**config.mk**
```make
export PLATFORM = sky130hd
export DESIGN_NAME = resp_recv_ingress_arbiter
export DESIGN_NICKNAME = d
export VERILOG_FILES = /design/src/rtl/resp_recv_ingress_arbiter.sv
export SDC_FILE = /design/constraint.sdc
export NUM_CORES = 1
export LEC_CHECK = 0
export CORE_AREA = 2 2 610 612
export DETAILED_ROUTE_END_ITERATION = 7
export DIE_AREA = 0 0 612 614
export SYNTH_ARGS = -nofsm -noshare
export SYNTH_HDL_FRONTEND = slang
export SYNTH_SLANG_ARGS = --single-unit
```
**constraint.sdc**
```tcl
create_clock -name clk -period 20.1 [get_ports clk]
set_clock_uncertainty 0.05 [all_clocks]
set_input_delay 3.015 -clock clk [delete_from_list [all_inputs] [get_ports clk]]
set_output_delay 3.015 -clock clk [all_outputs]
set_load 0.02 [all_outputs]
```
**src/rtl/resp_recv_ingress_arbiter.sv**
```systemverilog
// Round-robin ingress arbiter for the response-receive path with per-lane credit limiting.
// Optional per-lane accepted-packet statistics are enabled by defining RESP_RECV_ARB_STATS_EN.
module resp_recv_ingress_arbiter #(
  parameter int unsigned N_CHAN          = 4,
  parameter int unsigned CHAN_LOG        = 2,
  parameter int unsigned META_WIDTH      = 256,
  parameter int unsigned MAX_OUTSTANDING = 8,
  parameter int unsigned CNT_WIDTH       = 4
) (
  input  logic                           clk,
  input  logic                           rst,
  input  logic [N_CHAN-1:0]              ingress_pkt_valid,
  input  logic [N_CHAN*META_WIDTH-1:0]   ingress_pkt_head,
  output logic [N_CHAN-1:0]              ingress_pkt_ready,
  output logic                           fetch_cxt_ingress_valid,
  output logic [META_WIDTH+CHAN_LOG-1:0] fetch_cxt_ingress_head,
  output logic [META_WIDTH-1:0]          fetch_cxt_ingress_data,
  output logic                           fetch_cxt_ingress_start,
  output logic                           fetch_cxt_ingress_last,
  input  logic                           fetch_cxt_ingress_ready,
  input  logic                           cxt_release_valid,
  input  logic [CHAN_LOG-1:0]            cxt_release_chan,
  output logic [N_CHAN*CNT_WIDTH-1:0]    chan_outstanding,
  output logic                           credit_underflow_err
`ifdef RESP_RECV_ARB_STATS_EN
  ,
  input  logic [CHAN_LOG-1:0]            stat_rd_chan,
  output logic [31:0]                    stat_pkt_count
`endif
);

  typedef enum logic [0:0] {StIdle, StIssue} state_e;

  state_e                         state_q, state_d;
  logic [CNT_WIDTH-1:0]           cnt_q [N_CHAN];
  logic [CHAN_LOG-1:0]            rr_ptr_q;
  logic [META_WIDTH+CHAN_LOG-1:0] head_q;
  logic                           err_q;

  logic [N_CHAN-1:0]     eligible;
  logic                  arb_en;
  logic                  grant_found;
  logic [CHAN_LOG-1:0]   grant_idx;
  logic                  accept;
  logic [META_WIDTH-1:0] meta_sel;
  logic [N_CHAN-1:0]     cnt_inc;
  logic [N_CHAN-1:0]     cnt_dec;
  logic                  rel_in_range;
  logic                  rel_cnt_zero;
  logic                  underflow;
  int unsigned           search_idx;

  always_comb begin
    eligible = '0;
    for (int unsigned i = 0; i < N_CHAN; i++) begin
      eligible[i] = ingress_pkt_valid[i] && (cnt_q[i] < CNT_WIDTH'(MAX_OUTSTANDING));
    end
  end

  // Search starts one past the last granted lane so the previous winner goes last.
  always_comb begin
    grant_found = 1'b0;
    grant_idx   = '0;
    search_idx  = 0;
    for (int unsigned k = 1; k <= N_CHAN; k++) begin
      search_idx = (32'(rr_ptr_q) + k) % N_CHAN;
      if (!grant_found && eligible[search_idx]) begin
        grant_found = 1'b1;
        grant_idx   = CHAN_LOG'(search_idx);
      end
    end
  end

  always_comb begin
    meta_sel = '0;
    for (int unsigned i = 0; i < N_CHAN; i++) begin
      if (grant_idx == CHAN_LOG'(i)) begin
        meta_sel = ingress_pkt_head[i*META_WIDTH +: META_WIDTH];
      end
    end
  end

  // A new header can be taken when idle or when the held request leaves this cycle.
  assign arb_en = (state_q == StIdle) || fetch_cxt_ingress_ready;
  assign accept = arb_en && grant_found && !rst;

  always_comb begin
    ingress_pkt_ready = '0;
    if (accept) begin
      ingress_pkt_ready = N_CHAN'(1) << grant_idx;
    end
  end

  always_comb begin
    state_d = state_q;
    unique case (state_q)
      StIdle: begin
        if (accept) begin
          state_d = StIssue;
        end
      end
      StIssue: begin
        if (fetch_cxt_ingress_ready) begin
          state_d = accept ? StIssue : StIdle;
        end
      end
      default: state_d = StIdle;
    endcase
  end

  always_comb begin
    rel_in_range = (32'(cxt_release_chan) < N_CHAN);
    rel_cnt_zero = 1'b0;
    for (int unsigned i = 0; i < N_CHAN; i++) begin
      if (cxt_release_chan == CHAN_LOG'(i)) begin
        rel_cnt_zero = (cnt_q[i] == '0);
      end
    end
    underflow = cxt_release_valid && (!rel_in_range || rel_cnt_zero);
  end

  always_comb begin
    cnt_inc = '0;
    cnt_dec = '0;
    for (int unsigned i = 0; i < N_CHAN; i++) begin
      cnt_inc[i] = accept && (grant_idx == CHAN_LOG'(i));
      cnt_dec[i] = cxt_release_valid && (cxt_release_chan == CHAN_LOG'(i)) && (cnt_q[i] != '0);
    end
  end

  always_ff @(posedge clk or posedge rst) begin
    if (rst) begin
      state_q  <= StIdle;
      rr_ptr_q <= '0;
      head_q   <= '0;
      err_q    <= 1'b0;
      for (int unsigned i = 0; i < N_CHAN; i++) begin
        cnt_q[i] <= '0;
      end
    end else begin
      state_q <= state_d;
      if (accept) begin
        rr_ptr_q <= grant_idx;
        head_q   <= {grant_idx, meta_sel};
      end
      if (underflow) begin
        err_q <= 1'b1;
      end
      for (int unsigned i = 0; i < N_CHAN; i++) begin
        if (cnt_inc[i] && !cnt_dec[i]) begin
          cnt_q[i] <= cnt_q[i] + CNT_WIDTH'(1);
        end else if (cnt_dec[i] && !cnt_inc[i]) begin
          cnt_q[i] <= cnt_q[i] - CNT_WIDTH'(1);
        end
      end
    end
  end

  always_comb begin
    chan_outstanding = '0;
    for (int unsigned i = 0; i < N_CHAN; i++) begin
      chan_outstanding[i*CNT_WIDTH +: CNT_WIDTH] = cnt_q[i];
    end
  end

  assign fetch_cxt_ingress_valid = (state_q == StIssue);
  assign fetch_cxt_ingress_start = fetch_cxt_ingress_valid;
  assign fetch_cxt_ingress_last  = fetch_cxt_ingress_valid;
  assign fetch_cxt_ingress_head  = head_q;
  assign fetch_cxt_ingress_data  = head_q[META_WIDTH-1:0];
  assign credit_underflow_err    = err_q;

`ifdef RESP_RECV_ARB_STATS_EN
  logic [31:0] pkt_cnt_q [N_CHAN];
  logic [31:0] stat_sel;
  logic [31:0] stat_q;

  always_comb begin
    stat_sel = '0;
    for (int unsigned i = 0; i < N_CHAN; i++) begin
      if (stat_rd_chan == CHAN_LOG'(i)) begin
        stat_sel = pkt_cnt_q[i];
      end
    end
  end

  always_ff @(posedge clk or posedge rst) begin
    if (rst) begin
      stat_q <= '0;
      for (int unsigned i = 0; i < N_CHAN; i++) begin
        pkt_cnt_q[i] <= '0;
      end
    end else begin
      stat_q <= stat_sel;
      for (int unsigned i = 0; i < N_CHAN; i++) begin
        if (cnt_inc[i]) begin
          pkt_cnt_q[i] <= pkt_cnt_q[i] + 32'd1;
        end
      end
    end
  end

  assign stat_pkt_count = stat_q;
`endif

endmodule

```
==> impl_metrics.yaml, run 1 <==
outcome:
  outcome: "finished clean"
setup_path:
  path_cells: "clkdlybuf4s50_1, nor2b_1, nor2_1, a211oi_4, buf_4, nand2_2, nor2_1, clkdlybuf4s50_1"
  start_kind: "input pin"
  worst-path-stages: 8
  crit_arrival_ps: 7030
  timing.reg2reg.worst_path_depth: 14
  cp_num_buf_inv: 3
  critPathMaxFanout: 43
  timing.critical_path.max_delay_family: "simple AND/OR/NAND/NOR gates"
  timing.critical_path.slowest_stage_cell: "sky130_fd_sc_hd__clkdlybuf4s50_1"
  crit_path_class: "in2out"
  worst_ep_required_time_ps: 17040
  crit_path_max_incr_delay_ps: 760
  endpoint_kind: "primary output"
power_and_ir_drop:
  worst_ir_drop_vdd_mv: 0.0772
  pwr_density_cell_nw_per_um2: 159
  cellLeakagePower_nw: 13.9
  finalPower_w: 0.00646
synthesis:
  netlist.area_leader.share: 0.367
  synth_cell_types: 46
  postSynthNetCount: 3183
  yosysWarnings: 0
  synth-seq-area-share: 0.367
  avgSynthCellArea_um2: 8.82
  synthArstFlopShare: 1.00
  post_synth_instance_area_um2: 18800
  yosys_most_used_dff: "sky130_fd_sc_hd__dfrtp_1"
  number_of_flops_mapped_to_enable_cells_by_yosys: 0
  yosys-top-cells-count: "276 x sky130_fd_sc_hd__dfrtp_1, 258 x sky130_fd_sc_hd__buf_4, 232 x sky130_fd_sc_hd__nand2_1, 219 x sky130_fd_sc_hd__o221ai_1, 192 x sky130_fd_sc_hd__a211oi_1"
  postSynthRegisterBits: 276
  syn-instance-count: 2133
  synth.most_common_cell: "sky130_fd_sc_hd__dfrtp_1"
  synthDominantAreaCellType: "sky130_fd_sc_hd__dfrtp_1"
  synth.top_cells.by_area: "sky130_fd_sc_hd__dfrtp_1 37%, sky130_fd_sc_hd__buf_4 10%, sky130_fd_sc_hd__o221ai_1 10%"
floorplan:
  std_cell_rows: 224
  fp.dieW_um: 612
  io-pin-count: 1572
  dieArea_um2: 376000
  coreArea_um2: 370000
  die_height_um: 614
  floorplan.initialDensity: 0.0508
clocking:
  clk_pin_slew_ps: 60
  cts.sinks: 276
  cts-root-to-sink-buffers: 3
  ctsResizeCount: 0
  clk_latency_ps: 710
  cts-root-buf: "sky130_fd_sc_hd__clkbuf_16"
  holdBufCountCts: 0
  htree_num_levels: 2
  tritoncts: "built"
  cts_buffers: 50
  postCtsSetupRepairBufs: 0
detailed_routing:
  detailroute.via_count: 26529
  post-route-drc-count: 0
  vias_per_cell: 3.12
  ant_nets: 0
  drtPass1Iterations: 5
  first_iter_violations: 2492
  routed_wl_um: 317000
  post_drt_wl_per_cell_um: 37.3
min_path:
  timing.hold.worst.class: "reg2reg"
  min_path_cells: 1
placed_design:
  place.detailed.hpwl_um: 281000
  port_buffer_count: 1571
  globalplace.congestion: 0.928
global_routing:
  global_route.overflow_total: 0
  track_usage: 0.161
  grt_pass1_vias: 24235
  antenna_found_initial: 466
  grt_pass1_wl_um: 368000
  grt_start_max_net_pins: 87
cells_and_area:
  area.sequential_um2: 6910
  fill_cells: 42675
  multiInputGateArea_um2: 9190
  share_of_cells_above_drive_strength_1: 0.0512
  synth_to_layout_area_growth_pct: 116
  final_net_count: 4392
timing:
  worst-slew-pin-transition_ps: 1320
  fmax_ghz: 0.0991
  setup_viol_count_final: 0
  drv_slew: 0
  hold_viol_final: 0
  final_worst_path_period_need_ps: 10090
  layout_worst_path_cycle_share: 0.502
  timing.setup.tns_ps: 0
  unrepaired_setup_endpoints_after_global_routing: "false"
  hold_ws_ps: 417
  slew_headroom: 0.113
run:
  cap_viol_max_count: 0
-- flip-flops by register name, summed over array words and instances (netlist names) --
signal                  cells
chan_outstanding           16
credit_underflow_err        1
fetch_cxt_ingress_head    256
fetch_cxt_ingress_last      1
rr_ptr_q                    2
-- power by group --
part | internal [W] | switching [W] | total [W]
Sequential | 0.000826 | 0.000546 | 0.00137
Combinational | 0.00157 | 0.00254 | 0.00412
Clock | 0.000560 | 0.000408 | 0.000968
Total | 0.00296 | 0.00350 | 0.00646
-- area by class of cell --
class | instances | area share
timing repair buffer | 1634 | 0.399
multi-input combinational | 1375 | 0.226
sequential | 276 | 0.170
tap | 4972 | 0.153
clock buffer | 62 | 0.0337
antenna | 143 | 0.00881
clock inverter | 29 | 0.00877
inverter | 5 | 0.000647
-- cell families after synthesis --
logic type                 after synthesis  share of synthesized area
AOI/OAI and AO/OA                      789                      0.301
and+or+nand+nor                        499                      0.132
buffers and inverters                  482                      0.151
DFF                                    276                      0.367
muxes                                   55                     0.0295
xor gates and xnor gates                16                    0.00745
adders and majority gates               16                     0.0122
-- worst reg2reg max path, cell delays in order, from the launching register on --
cell and delay, ps:
sky130_fd_sc_hd__dfrtp_1 520, sky130_fd_sc_hd__nand2b_1 360, sky130_fd_sc_hd__and2_2 510, sky130_fd_sc_hd__a211oi_4 330, sky130_fd_sc_hd__buf_4 510, sky130_fd_sc_hd__nand2_2 670, sky130_fd_sc_hd__nor2_1 500, sky130_fd_sc_hd__ha_1 350
sky130_fd_sc_hd__inv_1 130, sky130_fd_sc_hd__ha_1 290, sky130_fd_sc_hd__a21o_1 180, sky130_fd_sc_hd__a21oi_1 170, sky130_fd_sc_hd__xnor2_1 140, sky130_fd_sc_hd__nor2_1 60, sky130_fd_sc_hd__xor2_1 140
-- path summary, 6_finish.rpt --
check                                     startpoint                     endpoint  slack, ps
worst max-delay path            ingress_pkt_valid[1]         ingress_pkt_ready[1]      10010
worst min-delay path            credit_underflow_err         credit_underflow_err        420
worst min register to register  credit_underflow_err         credit_underflow_err        420
max in group asynchronous                        rst  fetch_cxt_ingress_head[172]      14960
min in group asynchronous                        rst   fetch_cxt_ingress_head[94]       2920
worst max register to register  chan_outstanding[11]          chan_outstanding[7]      15050
-- stage by stage --
| step | std cells | utilization | worst slack, ps | cell area [um^2] |
|---|---|---|---|---|
| 2_1_floorplan | 2133 | - | 9430 | 18800 |
| 3_3_place_gp | 8262 | 0.104 | 10040 | 38600 |
| 3_5_place_dp | 8262 | 0.104 | 10020 | 38600 |
| 4_1_cts | 8353 | 0.109 | 10000 | 40300 |
| 5_1_grt | 8448 | 0.109 | 9870 | 40500 |
| 6_report | 8496 | 0.110 | 10010 | 40600 |
-- metal layers --
metal | vias up | part of all wire | global-route usage
met5 | - | 0.0058 | 0
met4 | 274 | 0.050 | 0.0691
met3 | 983 | 0.12 | 0.0870
met2 | 2059 | 0.48 | 0.275
met1 | 12734 | 0.34 | 0.162
li1 | 10479 | - | -
-- cells in the final DEF, fill, tap and decap left out, drive strengths merged, types with 12 or more instances in the layout --
master	instances
a211oi	194
a21oi	48
a221o	39
and3	191
buf	63
clkbuf	62
clkdlybuf4s50	1571
clkinv	16
dfrtp	276
diode	143
ha	12
mux2i	51
nand2	232
nand3	42
o21ai	235
o221ai	219
o22a	39
xnor2	12
Power figures use the tool's default switching activity.
==> inputs of run 2 (changes only) <==
--- a/config.mk
+++ b/config.mk
@@ -5,9 +5,9 @@
 export SDC_FILE = /design/constraint.sdc
 export NUM_CORES = 1
 export LEC_CHECK = 0
-export CORE_AREA = 2 2 610 612
+export CORE_AREA = 2 2 611 613
 export DETAILED_ROUTE_END_ITERATION = 7
-export DIE_AREA = 0 0 612 614
+export DIE_AREA = 0 0 613 615
 export SYNTH_ARGS = -nofsm -noshare
 export SYNTH_HDL_FRONTEND = slang
 export SYNTH_SLANG_ARGS = --single-unit
==> constraint.sdc (replaced) <==
create_clock -name clk -period 9.2 [get_ports clk]
set_clock_uncertainty 0.05 [all_clocks]
set_input_delay 1.38 -clock clk [delete_from_list [all_inputs] [get_ports clk]]
set_output_delay 1.38 -clock clk [all_outputs]
set_load 0.02 [all_outputs]
==> run 2 against run 1 <==
Against the previous run:
- the flow now finishes with violations (max-capacitance violations, max-slew violations)
- first-iteration DRC count is 12% lower
- design area fell by 0.55%
- worst hold slack gained 10 ps
- sequential share of layout area is 0.094 points higher
- wire length fell by 0.45%
- worst setup slack got worse by 7000 ps
- via count fell by 2.4%
- register-to-register slack worse by 11000 ps
- core utilization decreased by 0.077 points
- combinational power rose by 120%
- sequential power is 120% higher
- flip-flop and latch count stayed put
- critical path type unchanged
- largest power group unchanged
==> impl_metrics.yaml, run 2 (synthesis gave the netlist of run 1 again) <==
outcome:
  outcome: "finished, violations left"
  failed_checks: "max-capacitance violations, max-slew violations"
timing:
  unrepaired_setup_endpoints_after_global_routing: "false"
  layout_worst_path_cycle_share: 0.675
  worst-slew-pin-transition_ps: 1550
  fmax_ghz: 0.161
  slew_headroom: -0.0381
  setup_viol_count_final: 0
  hold_viol_final: 0
  final_worst_path_period_need_ps: 6210
  worst_slack_ps: 2990
  timing.setup.tns_ps: 0
  drv_slew: 2
setup_path:
  timing.reg2reg.worst_path_depth: 8
  critPathMaxFanout: 27
  timing.critical_path.slowest_stage_cell: "sky130_fd_sc_hd__clkdlybuf4s50_1"
  crit_arrival_ps: 4780
  crit_path_class: "in2out"
  crit-reg2reg-launch: "rr_ptr_q[1]"
  timing.critical_path.max_delay_family: "simple AND/OR/NAND/NOR gates"
  endpoint_kind: "primary output"
  rrSetupSlack_ps: 4520
  cp_num_buf_inv: 2
  reg2reg_to: "fetch_cxt_ingress_head[84]"
  crit_path_max_incr_delay_ps: 760
  worst_ep_required_time_ps: 7770
  start_kind: "input pin"
  path_cells: "clkdlybuf4s50_1, nor2b_1, nor2_1, a211oi_4, nand2_2, nor2_1, clkdlybuf4s50_1"
clocking:
  tritoncts: "built"
  cts_buffers: 49
  clk_pin_slew_ps: 60
  holdBufCountCts: 0
  cts-root-buf: "sky130_fd_sc_hd__clkbuf_16"
  clk_latency_ps: 720
  htree_num_levels: 2
  postCtsSetupRepairBufs: 0
  cts.sinks: 276
  ctsResizeCount: 0
  cts-root-to-sink-buffers: 3
floorplan:
  floorplan.initialDensity: 0.0508
  io-pin-count: 1572
  std_cell_rows: 224
  fp.dieW_um: 613
  coreArea_um2: 371000
  die_height_um: 615
  dieArea_um2: 377000
cells_and_area:
  share_of_cells_above_drive_strength_1: 0.0485
  synth_to_layout_area_growth_pct: 115
  final_net_count: 4394
  layout.cells.most_common_list: "1571 x sky130_fd_sc_hd__clkdlybuf4s50_1, 276 x sky130_fd_sc_hd__dfrtp_1, 229 x sky130_fd_sc_hd__nand2_1"
  layout_commonest_cell: "sky130_fd_sc_hd__clkdlybuf4s50_1"
  flip_flop_count_of_the_largest_register_all_copies_and_words_added: 256
  fill_cells: 42680
  final_area_um2: 40400
placed_design:
  post-place-ws_ps: 3020
  place.detailed.hpwl_um: 279000
  globalplace.congestion: 0.876
  placed_cell_area_um2: 38600
  port_buffer_count: 1571
run:
  cap_viol_max_count: 1
power_and_ir_drop:
  worst_ir_drop_vdd_mv: 0.172
  cellLeakagePower_nw: 13.8
  pwr_density_cell_nw_per_um2: 346
global_routing:
  grt_pass1_wl_um: 371000
  track_usage: 0.161
  grt_pass1_vias: 24228
  grt_start_max_net_pins: 98
  global_route.overflow_total: 0
  antenna_found_initial: 448
detailed_routing:
  drtPass1Iterations: 5
  first_iter_violations: 2191
  detailroute.via_count: 25886
  post-route-drc-count: 0
  post_drt_wl_per_cell_um: 37.4
  ant_nets: 0
  routed_wl_um: 315000
  vias_per_cell: 3.07
min_path:
  timing.hold.worst.class: "reg2reg"
  min_path_cells: 1
  hold_path_end: "credit_underflow_err"
  holdCritStartpoint: "credit_underflow_err"
run 2: changes by cell type in the layout (fill, tap and decap cells not counted), sizes merged:
cell | previous run | this run
buf | 63 | 66
clkinvlp | 5 | 6
clkbuf | 62 | 66
diode | 143 | 86
inv | 7 | 8
bufinv | 6 | 3
clkinv | 16 | 7
run 2: worst reg2reg max path: stages (launching register included):
cell and delay (ps):
sky130_fd_sc_hd__dfrtp_1 780, sky130_fd_sc_hd__nand3b_1 190, sky130_fd_sc_hd__a21oi_1 360, sky130_fd_sc_hd__a211o_4 540, sky130_fd_sc_hd__buf_4 580, sky130_fd_sc_hd__buf_4 770
sky130_fd_sc_hd__buf_4 790, sky130_fd_sc_hd__o221ai_1 350, sky130_fd_sc_hd__o21ai_1 180
run 2: worst max-delay path by stage:
stage,end,startpoint,cells after the start
2_1_floorplan,chan_outstanding[0],rst,1
3_3_place_gp,ingress_pkt_ready[1],ingress_pkt_valid[1],7
3_5_place_dp,ingress_pkt_ready[1],ingress_pkt_valid[1],7
4_1_cts,ingress_pkt_ready[1],ingress_pkt_valid[1],7
5_1_grt,ingress_pkt_ready[1],ingress_pkt_valid[1],7
6_report,ingress_pkt_ready[1],ingress_pkt_valid[1],7
run 2: area by class of cell:
type,instances,area [um^2],share of cell area
Antenna cell,86,215,0.00533
Clock buffer,66,1370,0.0339
Clock inverter,19,215,0.00533
Inverter,5,26.3,0.000650
Multi-Input combinational cell,1375,9180,0.227
Sequential cell,276,6910,0.171
Tap cell,4972,6220,0.154
Timing Repair Buffer,1637,16300,0.403
run 2: per-stage QoR:
step	total power [W]	instances	utilization	hold slack [ps]
6_report	0.0140	8436	0.109	428
5_1_grt	0.0147	8390	0.109	442
3_5_place_dp	0.0122	8265	0.104	416
4_1_cts	0.0143	8350	0.108	429
3_3_place_gp	0.0122	8265	0.104	411
2_1_floorplan	0.00704	2133	-	541
run 2: routing by layer:
metal,share of wire,up-vias,wire length [um],global-route usage
met2,0.49,1879,154000,0.283
met3,0.12,948,36400,0.0827
li1,-,10429,-,-
met5,0.0055,-,1730,0
met4,0.042,258,13200,0.0493
met1,0.35,12372,110000,0.165
run 2: where the power goes:
part	internal, W	switching, W	leakage (nW)	total [W]
logic	0.00346	0.00549	9.73	0.00896
clock network	0.00112	0.000883	0.762	0.00201
registers	0.00180	0.00123	3.34	0.00303
total	0.00639	0.00761	13.8	0.0140
